[src/rtl/draw_sched_pkg.sv]
// Shared types and constants for the draw scheduler: FSM states, screen size,
// coordinate/colour widths and the watchdog counter width.
package draw_sched_pkg;

    typedef enum logic [2:0] {
        ST_IDLE,
        ST_START,
        ST_WAIT,
        ST_NEXT,
        ST_FRAME_DONE
    } state_e;

    localparam int unsigned SCREEN_W  = 320;
    localparam int unsigned SCREEN_H  = 240;
    localparam int unsigned X_W       = 9;
    localparam int unsigned Y_W       = 8;
    localparam int unsigned COLOR_W   = 12;
    localparam int unsigned IDX_W     = 3;
    localparam int unsigned WDT_CNT_W = 17;

endpackage

[src/rtl/draw_scheduler_next_client_sel.sv]
// Combinational search for the lowest set mask bit strictly above from_i.
// from_i = -1 yields the lowest set bit overall.
module next_client_sel
    import draw_sched_pkg::*;
#(
    parameter int unsigned N_CLIENTS = 4
) (
    input  logic [N_CLIENTS-1:0]  mask_i,
    input  logic signed [IDX_W:0] from_i,
    output logic [IDX_W-1:0]      next_idx_o,
    output logic                  found_o
);

    logic             found;
    logic [IDX_W-1:0] next_idx;

    always_comb begin
        found    = 1'b0;
        next_idx = '0;
        for (int unsigned i = 0; i < N_CLIENTS; i++) begin
            if (!found && mask_i[i] && ($signed({1'b0, IDX_W'(i)}) > from_i)) begin
                found    = 1'b1;
                next_idx = IDX_W'(i);
            end
        end
    end

    assign next_idx_o = next_idx;
    assign found_o    = found;

endmodule

[src/rtl/draw_scheduler.sv]
// Per-frame sequencer and framebuffer write-port arbiter for the draw clients.
// Optional per-client watchdog built only when DRAW_WATCHDOG_EN is defined.
module draw_scheduler
    import draw_sched_pkg::*;
#(
    parameter int unsigned N_CLIENTS  = 4,
    parameter int unsigned SCREEN_W   = draw_sched_pkg::SCREEN_W,
    parameter int unsigned SCREEN_H   = draw_sched_pkg::SCREEN_H,
    parameter int unsigned WDT_CYCLES = 65536
) (
    input  logic                         clock,
    input  logic                         resetn,
    input  logic                         frame_tick,
    input  logic [N_CLIENTS-1:0]         client_mask,
    input  logic [X_W*N_CLIENTS-1:0]     client_x,
    input  logic [Y_W*N_CLIENTS-1:0]     client_y,
    input  logic [COLOR_W*N_CLIENTS-1:0] client_color,
    input  logic [N_CLIENTS-1:0]         client_we,
    input  logic [N_CLIENTS-1:0]         client_done,
    output logic [N_CLIENTS-1:0]         client_start,
    output logic [X_W-1:0]               vga_x,
    output logic [Y_W-1:0]               vga_y,
    output logic [COLOR_W-1:0]           vga_color,
    output logic                         vga_we,
    output logic                         busy,
    output logic                         frame_done,
    output logic [IDX_W-1:0]             cur_client,
    output logic [7:0]                   overrun_cnt,
    output logic [N_CLIENTS-1:0]         timeout_flags
);

    if (N_CLIENTS < 1 || N_CLIENTS > 8) begin : g_bad_n
        $error("draw_scheduler: N_CLIENTS must be 1..8");
    end
    if (WDT_CYCLES < 1 || WDT_CYCLES > (2 ** WDT_CNT_W)) begin : g_bad_wdt
        $error("draw_scheduler: WDT_CYCLES out of range");
    end

    state_e                 state_q, state_d;
    logic [N_CLIENTS-1:0]   mask_q, mask_d;
    logic [IDX_W-1:0]       idx_q, idx_d;
    logic [N_CLIENTS-1:0]   start_q, start_d;
    logic [N_CLIENTS-1:0]   tflags_q, tflags_d;
    logic                   frame_done_q;
    logic [7:0]             overrun_q;
    logic [X_W-1:0]         vga_x_q;
    logic [Y_W-1:0]         vga_y_q;
    logic [COLOR_W-1:0]     vga_color_q;
    logic                   vga_we_q, vga_we_d;

    logic [N_CLIENTS-1:0]   sel_mask;
    logic signed [IDX_W:0]  sel_from;
    logic [IDX_W-1:0]       nxt_idx;
    logic                   nxt_found;
    logic                   timeout;

    logic [X_W-1:0]         sel_x;
    logic [Y_W-1:0]         sel_y;
    logic [COLOR_W-1:0]     sel_color;
    logic                   sel_we;
    logic                   sel_done;

    // In IDLE the search runs over the live mask from -1 so the first client
    // is known in the same cycle the frame is accepted.
    assign sel_mask = (state_q == ST_IDLE) ? client_mask : mask_q;
    assign sel_from = (state_q == ST_IDLE) ? '1 : $signed({1'b0, idx_q});

    next_client_sel #(
        .N_CLIENTS (N_CLIENTS)
    ) u_next_client_sel (
        .mask_i     (sel_mask),
        .from_i     (sel_from),
        .next_idx_o (nxt_idx),
        .found_o    (nxt_found)
    );

    always_comb begin
        sel_x     = '0;
        sel_y     = '0;
        sel_color = '0;
        sel_we    = 1'b0;
        sel_done  = 1'b0;
        for (int unsigned i = 0; i < N_CLIENTS; i++) begin
            if (32'(idx_q) == i) begin
                sel_x     = client_x[i*X_W +: X_W];
                sel_y     = client_y[i*Y_W +: Y_W];
                sel_color = client_color[i*COLOR_W +: COLOR_W];
                sel_we    = client_we[i];
                sel_done  = client_done[i];
            end
        end
    end

`ifdef DRAW_WATCHDOG_EN
    logic [WDT_CNT_W-1:0] wdt_q;

    always_ff @(posedge clock) begin
        if (!resetn) begin
            wdt_q <= '0;
        end else if (state_q == ST_START) begin
            wdt_q <= '0;
        end else if (state_q == ST_WAIT) begin
            wdt_q <= wdt_q + WDT_CNT_W'(1);
        end
    end

    assign timeout = (state_q == ST_WAIT) && (wdt_q == WDT_CNT_W'(WDT_CYCLES - 1));
`else
    assign timeout = 1'b0;
`endif

    always_comb begin
        state_d  = state_q;
        mask_d   = mask_q;
        idx_d    = idx_q;
        start_d  = '0;
        tflags_d = tflags_q;
        unique case (state_q)
            ST_IDLE: begin
                if (frame_tick) begin
                    mask_d   = client_mask;
                    tflags_d = '0;
                    if (nxt_found) begin
                        idx_d   = nxt_idx;
                        state_d = ST_START;
                    end else begin
                        state_d = ST_FRAME_DONE;
                    end
                end
            end
            ST_START: begin
                start_d = N_CLIENTS'(1) << idx_q;
                state_d = ST_WAIT;
            end
            ST_WAIT: begin
                // start_q is the registered strobe, so a done arriving while it
                // is high coincides with the start pulse and is not taken.
                if (timeout) begin
                    tflags_d = tflags_q | (N_CLIENTS'(1) << idx_q);
                    state_d  = ST_NEXT;
                end else if (sel_done && (start_q == '0)) begin
                    state_d = ST_NEXT;
                end
            end
            ST_NEXT: begin
                if (nxt_found) begin
                    idx_d   = nxt_idx;
                    state_d = ST_START;
                end else begin
                    state_d = ST_FRAME_DONE;
                end
            end
            ST_FRAME_DONE: begin
                state_d = ST_IDLE;
            end
            default: begin
                state_d = ST_IDLE;
            end
        endcase
    end

    assign vga_we_d = (state_q == ST_WAIT) && sel_we && !timeout
                      && (32'(sel_x) < SCREEN_W) && (32'(sel_y) < SCREEN_H);

    always_ff @(posedge clock) begin
        if (!resetn) begin
            state_q      <= ST_IDLE;
            mask_q       <= '0;
            idx_q        <= '0;
            start_q      <= '0;
            tflags_q     <= '0;
            frame_done_q <= 1'b0;
            overrun_q    <= '0;
            vga_x_q      <= '0;
            vga_y_q      <= '0;
            vga_color_q  <= '0;
            vga_we_q     <= 1'b0;
        end else begin
            state_q      <= state_d;
            mask_q       <= mask_d;
            idx_q        <= idx_d;
            start_q      <= start_d;
            tflags_q     <= tflags_d;
            frame_done_q <= (state_q == ST_FRAME_DONE);
            vga_x_q      <= sel_x;
            vga_y_q      <= sel_y;
            vga_color_q  <= sel_color;
            vga_we_q     <= vga_we_d;
            if ((state_q != ST_IDLE) && frame_tick && (overrun_q != 8'hFF)) begin
                overrun_q <= overrun_q + 8'd1;
            end
        end
    end

    assign client_start  = start_q;
    assign vga_x         = vga_x_q;
    assign vga_y         = vga_y_q;
    assign vga_color     = vga_color_q;
    assign vga_we        = vga_we_q;
    assign busy          = (state_q != ST_IDLE);
    assign frame_done    = frame_done_q;
    assign cur_client    = idx_q;
    assign overrun_cnt   = overrun_q;
    assign timeout_flags = tflags_q;

endmodule

[config.mk]
export PLATFORM = sky130hd
export DESIGN_NAME = draw_scheduler
export DESIGN_NICKNAME = d
export VERILOG_FILES = /design/src/rtl/draw_sched_pkg.sv /design/src/rtl/draw_scheduler_next_client_sel.sv /design/src/rtl/draw_scheduler.sv
export SDC_FILE = /design/constraint.sdc
export NUM_CORES = 1
export LEC_CHECK = 0
export BUFFER_PORTS_ARGS = -buffer_cell sky130_fd_sc_hd__buf_2
export CAP_MARGIN = 20
export CELL_PAD_IN_SITES_DETAIL_PLACEMENT = 0
export CELL_PAD_IN_SITES_GLOBAL_PLACEMENT = 2
export CORE_MARGIN = 10
export CORE_UTILIZATION = 23
export CTS_BUF_LIST = sky130_fd_sc_hd__clkbuf_16
export DETAILED_ROUTE_END_ITERATION = 10
export GPL_TIMING_DRIVEN = 0
export HOLD_SLACK_MARGIN = 0.03
export MAX_ROUTING_LAYER = met4
export PLACE_DENSITY = 0.81
export SYNTH_ARGS = -nofsm -noshare
export SYNTH_HDL_FRONTEND = slang
export SYNTH_SLANG_ARGS = --single-unit
[constraint.sdc]
create_clock -name clock -period 2.2 [get_ports clock]
set_input_delay 0.11 -clock clock [delete_from_list [all_inputs] [get_ports clock]]
set_output_delay 0.11 -clock clock [all_outputs]
set_load 0.1 [all_outputs]
## After elaboration in Yosys (flattened, before gate mapping)

Cells that the tools add are included.
W data, S select, Z words.

| word-level totals | value |
|---|---|
| output and inout port bits | 51 |
| word-level logic and storage cells | 89 |
| flip-flop bits (word level) | 53 |

| operators by class | value |
|---|---|
| equal/unequal tests | 10 |
| shifts and indexed selects | 1 |
| $add $sub $neg | 1 |
| mux-type cells | 36 |
| reductions and logical operators | 25 |
| $lt $le $gt $ge | 6 |

Operators by type and width:

| cell | number |
|---|---|
| $mux W12 | 4 |
| $mux W9 | 4 |
| $mux W8 | 4 |
| $mux W3 | 5 |
| $logic_and A1 B1 Y1 | 13 |
| $mux W1 | 13 |
| $eq A3 B2 Y1 const B | 4 |
| $pmux W3 S4 | 1 |
| $lt A9 B9 Y1 const B | 1 |
| $add A8 B1 Y8 const B | 1 |
| $gt A3 B4 Y1 const A | 2 |
| $lt A8 B8 Y1 const B | 1 |
| $mux W4 | 2 |
| $ne A8 B8 Y1 const B | 1 |
| $reduce_and A2 Y1 | 4 |
| $eq A3 B1 Y1 const B | 2 |
| $logic_not A3 Y1 | 2 |
| $pmux W3 S2 | 1 |
| $gt A1 B4 Y1 const A | 1 |
| $gt A2 B4 Y1 const A | 1 |
| $logic_not A4 Y1 | 1 |
| $mux W2 | 2 |
| $ne A2 B2 Y1 const B | 2 |
| $shl A1 B3 Y4 const A | 1 |
| other kinds (4) | 6 |

## Logic depth before layout (Yosys ltp)

| logic depth | value |
|---|---|
| word-level depth | 20 |
| gate-level depth with buffers | 7 |

## Hierarchy

From an unflattened synthesis, not the netlist that was laid out.

| unflattened totals | value |
|---|---|
| cells, all modules | 280 |
| area total of the unflattened synthesis | 2,755.1 sq um |

Modules (own cells, without submodules):

| module | area an instance (sq um) | cells an instance | seq. area each (sq um) | instances |
|---|---|---|---|---|
| draw_scheduler | 2,638.8 | 262 | 1,061.0 | 1 |
| next_client_sel | 116.4 | 18 | 0.0 | 1 |

## Least setup slack after synthesis

No wires, ideal clock.

| path | value |
|---|---|
| path kind | flip-flop to flip-flop |
| start point | register overrun_q[0], in the netlist overrun_cnt[0] |
| end point | register overrun_q[5], in the netlist overrun_cnt[5] |
| arrival time | 2.199 ns |
| buffers on the path | 0 |
| data required time | 2.085 ns |
| slack | -0.114 ns |
| cell stages (with the launch flop) | 7 |
| setup time | 0.115 ns |
| path through | dfxtp_1 -> ha_1 -> nand3_1 -> o211ai_2 -> nor3_1 -> xor2_1 -> and2_1 |

| between the ends | value |
|---|---|
| longest elaborated chain between the ends | 2 |

Ends and longest elaborated chain:

| what | line | source |
|---|---|---|
| start, declared | draw_scheduler.sv:45 | `logic [7:0] overrun_q;` |
| start signal, assigned | draw_scheduler.sv:190 | `overrun_q <= overrun_q + 8'd1;` |
| branches (longest 2 deep; another with $add A8 B1 Y8) | - |  |

Parallel ways; which one is timed is not known.
A chain may end at the register's enable or synchronous reset.

## Worst setup path in the final report

| path | value |
|---|---|
| start point | register idx_q[1], in the netlist cur_client[1] |
| end point | register vga_we_q, in the netlist vga_we |

| between the ends | value |
|---|---|
| longest elaborated chain between the ends | 8 |

Ends and longest elaborated chain:

| what | line | source |
|---|---|---|
| start, declared | draw_scheduler.sv:41 | `logic [IDX_W-1:0] idx_q, idx_d;` |
| start signal, assigned | draw_scheduler.sv:181 | `idx_q <= idx_d;` |
| $logic_not A3 Y1 | draw_scheduler.sv:84 | `if (32'(idx_q) == i) begin` |
| $mux W9 or $mux W1 (tied branches) (4 in series) | draw_scheduler.sv:84 |  |
| $lt A9 B9 Y1 or $logic_and A1 B1 Y1 (tied branches) | draw_scheduler.sv:163, draw_scheduler.sv:162 |  |
| $logic_and A1 B1 Y1 | draw_scheduler.sv:163 | `&& (32'(sel_x) < SCREEN_W) && (32'(sel_y) < SCREEN_H);` |
| $logic_and A1 B1 Y1 (*) | draw_scheduler.sv:163 |  |
| end signal, assigned | draw_scheduler.sv:188 | `vga_we_q <= vga_we_d;` |
| end, declared | draw_scheduler.sv:49 | `logic vga_we_q, vga_we_d;` |

Mark *: on every way between the ends. The rest lies on a longest branch, timed or not.

==> summary.md <==
| Metric | Value |
|---|---|
| Pins over their slew limit | `0` |
| Register bit total from synthesis | `just over 50` |
| Standard-cell rows | `38` |
| Maximum fanout along the worst path | `10` |
| Postcts setup bufs | `0` |
| Port bufs | `about 180` |
| Via density | `roughly 4.5` |
| Max incr delay on CP | `about 0.35 ns` |
| Largest cells by area after synthesis | `dfxtp_1 (39%), mux4_2 (27%), and2_1 (8.4%), nand2_1 (2.0%), buf_4 (1.7%)` |
| Top FF cell, synth | `dfxtp_1` |
| Worst path cell trace | `buf_2 > buf_2 > mux4_2 > o21ai_0 > and3_1` |
| Die area | `approximately 16,000 µm²` |
| Syn-to-layout area delta | `48.0%` |
| Synth Warn # | `0` |
| Tightest Pin Transition | `roughly 0.64 ns` |
| Post-Route WL | `between 10,000 and 15,000 µm` |
| Total number of vias | `roughly 2,500` |
| Skew final | `0.00700 ns` |
| Delay-heaviest family, CP | `buffers and inverters` |
| Post-synth top area cell | `dfxtp_1` |
| Run status | `finished clean` |
| Die X | `approximately 130 µm` |
| Fin crit share | `about 83%` |
| Ys async rst share | `0%` |
| Leakage | `~1.8 nW` |
| First-pass GRT wire length | `between 15,000 and 20,000 µm` |
| Largest net degree at the start of global routing | `18` |
| Final hold vios | `0` |
| TritonCTS Buffers | `5` |
| CP bufs+invs | `2` |
| Clock buffer depth | `2` |
| Hold buffers post-CTS | `0` |
| # H-tree levels | `2` |
| Max rail drop VDD | `between 0.4 and 0.5 mV` |
| Final number of setup-violating endpoints | `0` |
| Core area | `around 11,000 µm²` |
| Total grt overflow | `0` |
| Initial antenna violation count | `1` |
| Fmax | `approximately 550 MHz` |
| Share of the synthesized area in the top cell type | `between 30% and 40%` |
| Routed wire per std cell | `approximately 18 µm` |
| TNS Setup | `0 ns` |
| Global placement routability congestion | `between 0.8 and 0.9` |
| RSZ-0062 raised after global routing | `no` |
| Power Dens Cells | `1360 nW/µm²` |
| Register area share after synthesis | `between 30% and 40%` |
| Resize count post-CTS | `0` |
| Mean post-synth cell area | `about 12 µm²` |
| Area after DPL | `roughly 3700 µm²` |
| CP max stage cell | `dfxtp_2` |
| Drt pass-1 iters | `4` |
| Nets | `~540` |
| Clock-pin slew on the worst setup and hold paths | `about 0.080 ns` |
| Crit start category | `register` |
| Root Buffer | `clkbuf_16` |
| WP data required | `~2.4 ns` |
| EDFF count, synth | `0` |
| Synth unique cells | `42` |
| Most frequent cell on the critical path | `buf_2` |
| Util after Layout | `around a third` |
| Worst Setup Path Type | `reg2reg` |
| Post-DRT Antenna Nets | `0` |
| Slew headroom | `57.4%` |
| Arr. time, crit path | `around 2.1 ns` |
| Post-route cell area | `3860 µm²` |
| Hold Crit Class | `in2reg` |
| # clock sinks | `51` |
| Die Y | `~130 µm` |
| Crit. End Element | `register` |
| Clk Latency, worst-skew pair | `approximately 0.3 ns` |
| GRT Util Overall | `about 13%` |
| Final routed DRC violation total | `0` |
| Min Tclk post-route | `about 1.8 ns` |
| Number of global-route vias before repair | `approximately 2,900` |
| CTS tree | `yes` |
| IO Count | `between 150 and 200` |
| 1st-iter DRT viols | `70` |
| Layout cell share with drive strength beyond 1 | `between 50% and 60%` |
| Cells after synthesis | `223` |
| Synth Cell Area | `about 2600 µm²` |
| Initial Util | `between 20% and 30%` |
| Max_cap viols | `0` |
| DP HPWL | `8470 µm` |
==> through the flow <==
| step | setup WS [ns] | std cells | hold WS [ns] | power, mW |
|---|---|---|---|---|
| detailed placement | 0.329 | 543 | 0.430 | 4.38 |
| global route | 0.247 | 552 | 0.125 | 5.52 |
| CTS | 0.317 | 551 | 0.111 | 5.30 |
| floorplan | 0.0155 | 227 | 0.260 | 3.77 |
| global placement | 0.315 | 543 | 0.420 | 4.36 |
| finish | 0.381 | 552 | 0.117 | 5.23 |
==> path summary, 6_finish.rpt <==
kind                        from         to  slack (ns)  cells past startpoint
hold reg to reg        mask_q[3]  mask_q[3]        0.46                      2
setup / recovery   cur_client[1]     vga_we        0.38                      5
setup reg to reg   cur_client[1]     vga_we        0.38                      5
hold / removal    client_mask[2]  mask_q[2]        0.12                      3
==> Yosys cell counts (3+ instances only) <==
library cell  instances
dfxtp_1              51
and2_1               35
mux4_2               31
nand2_1              14
nand3_1               7
nor2_1                7
buf_4                 6
clkbuf_1              6
nor3_1                5
xor2_1                5
a21boi_0              4
and3_1                4
buf_2                 4
buf_6                 3
nand2b_1              3
nand4_1               3
nor2b_1               3
o21ai_0               3
==> registers in the layout, indices dropped and copies added (netlist names) <==
register,cells
cur_client,2
state_q,3
overrun_cnt,8
vga_y,8
frame_done,1
vga_x,9
vga_we,1
client_start,4
mask_q,3
vga_color,12
==> kinds of logic after synthesis <==
logic type      synth area share (%)
xor+xnor                        2.35
flops                           39.2
fa+ha+maj                      0.480
other cells                    0.144
buf+inv                         5.09
compound gates                  5.52
mux                             27.2
simple gates                    20.0
==> metal layers <==
metal	wire length, µm	global-route usage (%)	vias up	share of wire (%)
li1	-	-	1175	-
met1	4180	13.9	1154	42
met2	4870	21.3	120	49
met3	797	4.50	12	8.0
met4	163	3.55	0	1.6
met5	0	-	-	0
==> tightest hold or removal path, cell delays in order <==
cell and delay [ns]:
buf_2 0.12, nand3_1 0.06, a21boi_0 0.07
==> cell usage in the layout (no fill, tap or decap), types with 6 or more instances in the layout <==
master and instances:
dfxtp_1 47, clkbuf_1 6, and2_1 35, nand2_1 14
buf_2 180, mux4_2 31, nand3_1 7, buf_4 6
nor2_1 7
==> report_power, final <==
| part | switching (mW) | leakage [nW] | internal [mW] | total, mW |
|---|---|---|---|---|
| clock network | 0.375 | 0.0844 | 0.544 | 0.919 |
| registers | 0.0784 | 0.422 | 1.12 | 1.20 |
| logic | 2.14 | 1.32 | 0.970 | 3.11 |
| total | 2.59 | 1.82 | 2.64 | 5.23 |
==> final cells by class <==
type	count	area [µm²]
Multi-Input combinational cell	154	1470
Sequential cell	51	1030
Timing Repair Buffer	176	881
Antenna cell	1	2.50
Inverter	3	11.3
Fill cell	1133	7130
Buffer	19	121
Clock buffer	5	125
Tap cell	140	175
Clock inverter	3	47.5
(Power assumes the default switching activity.)
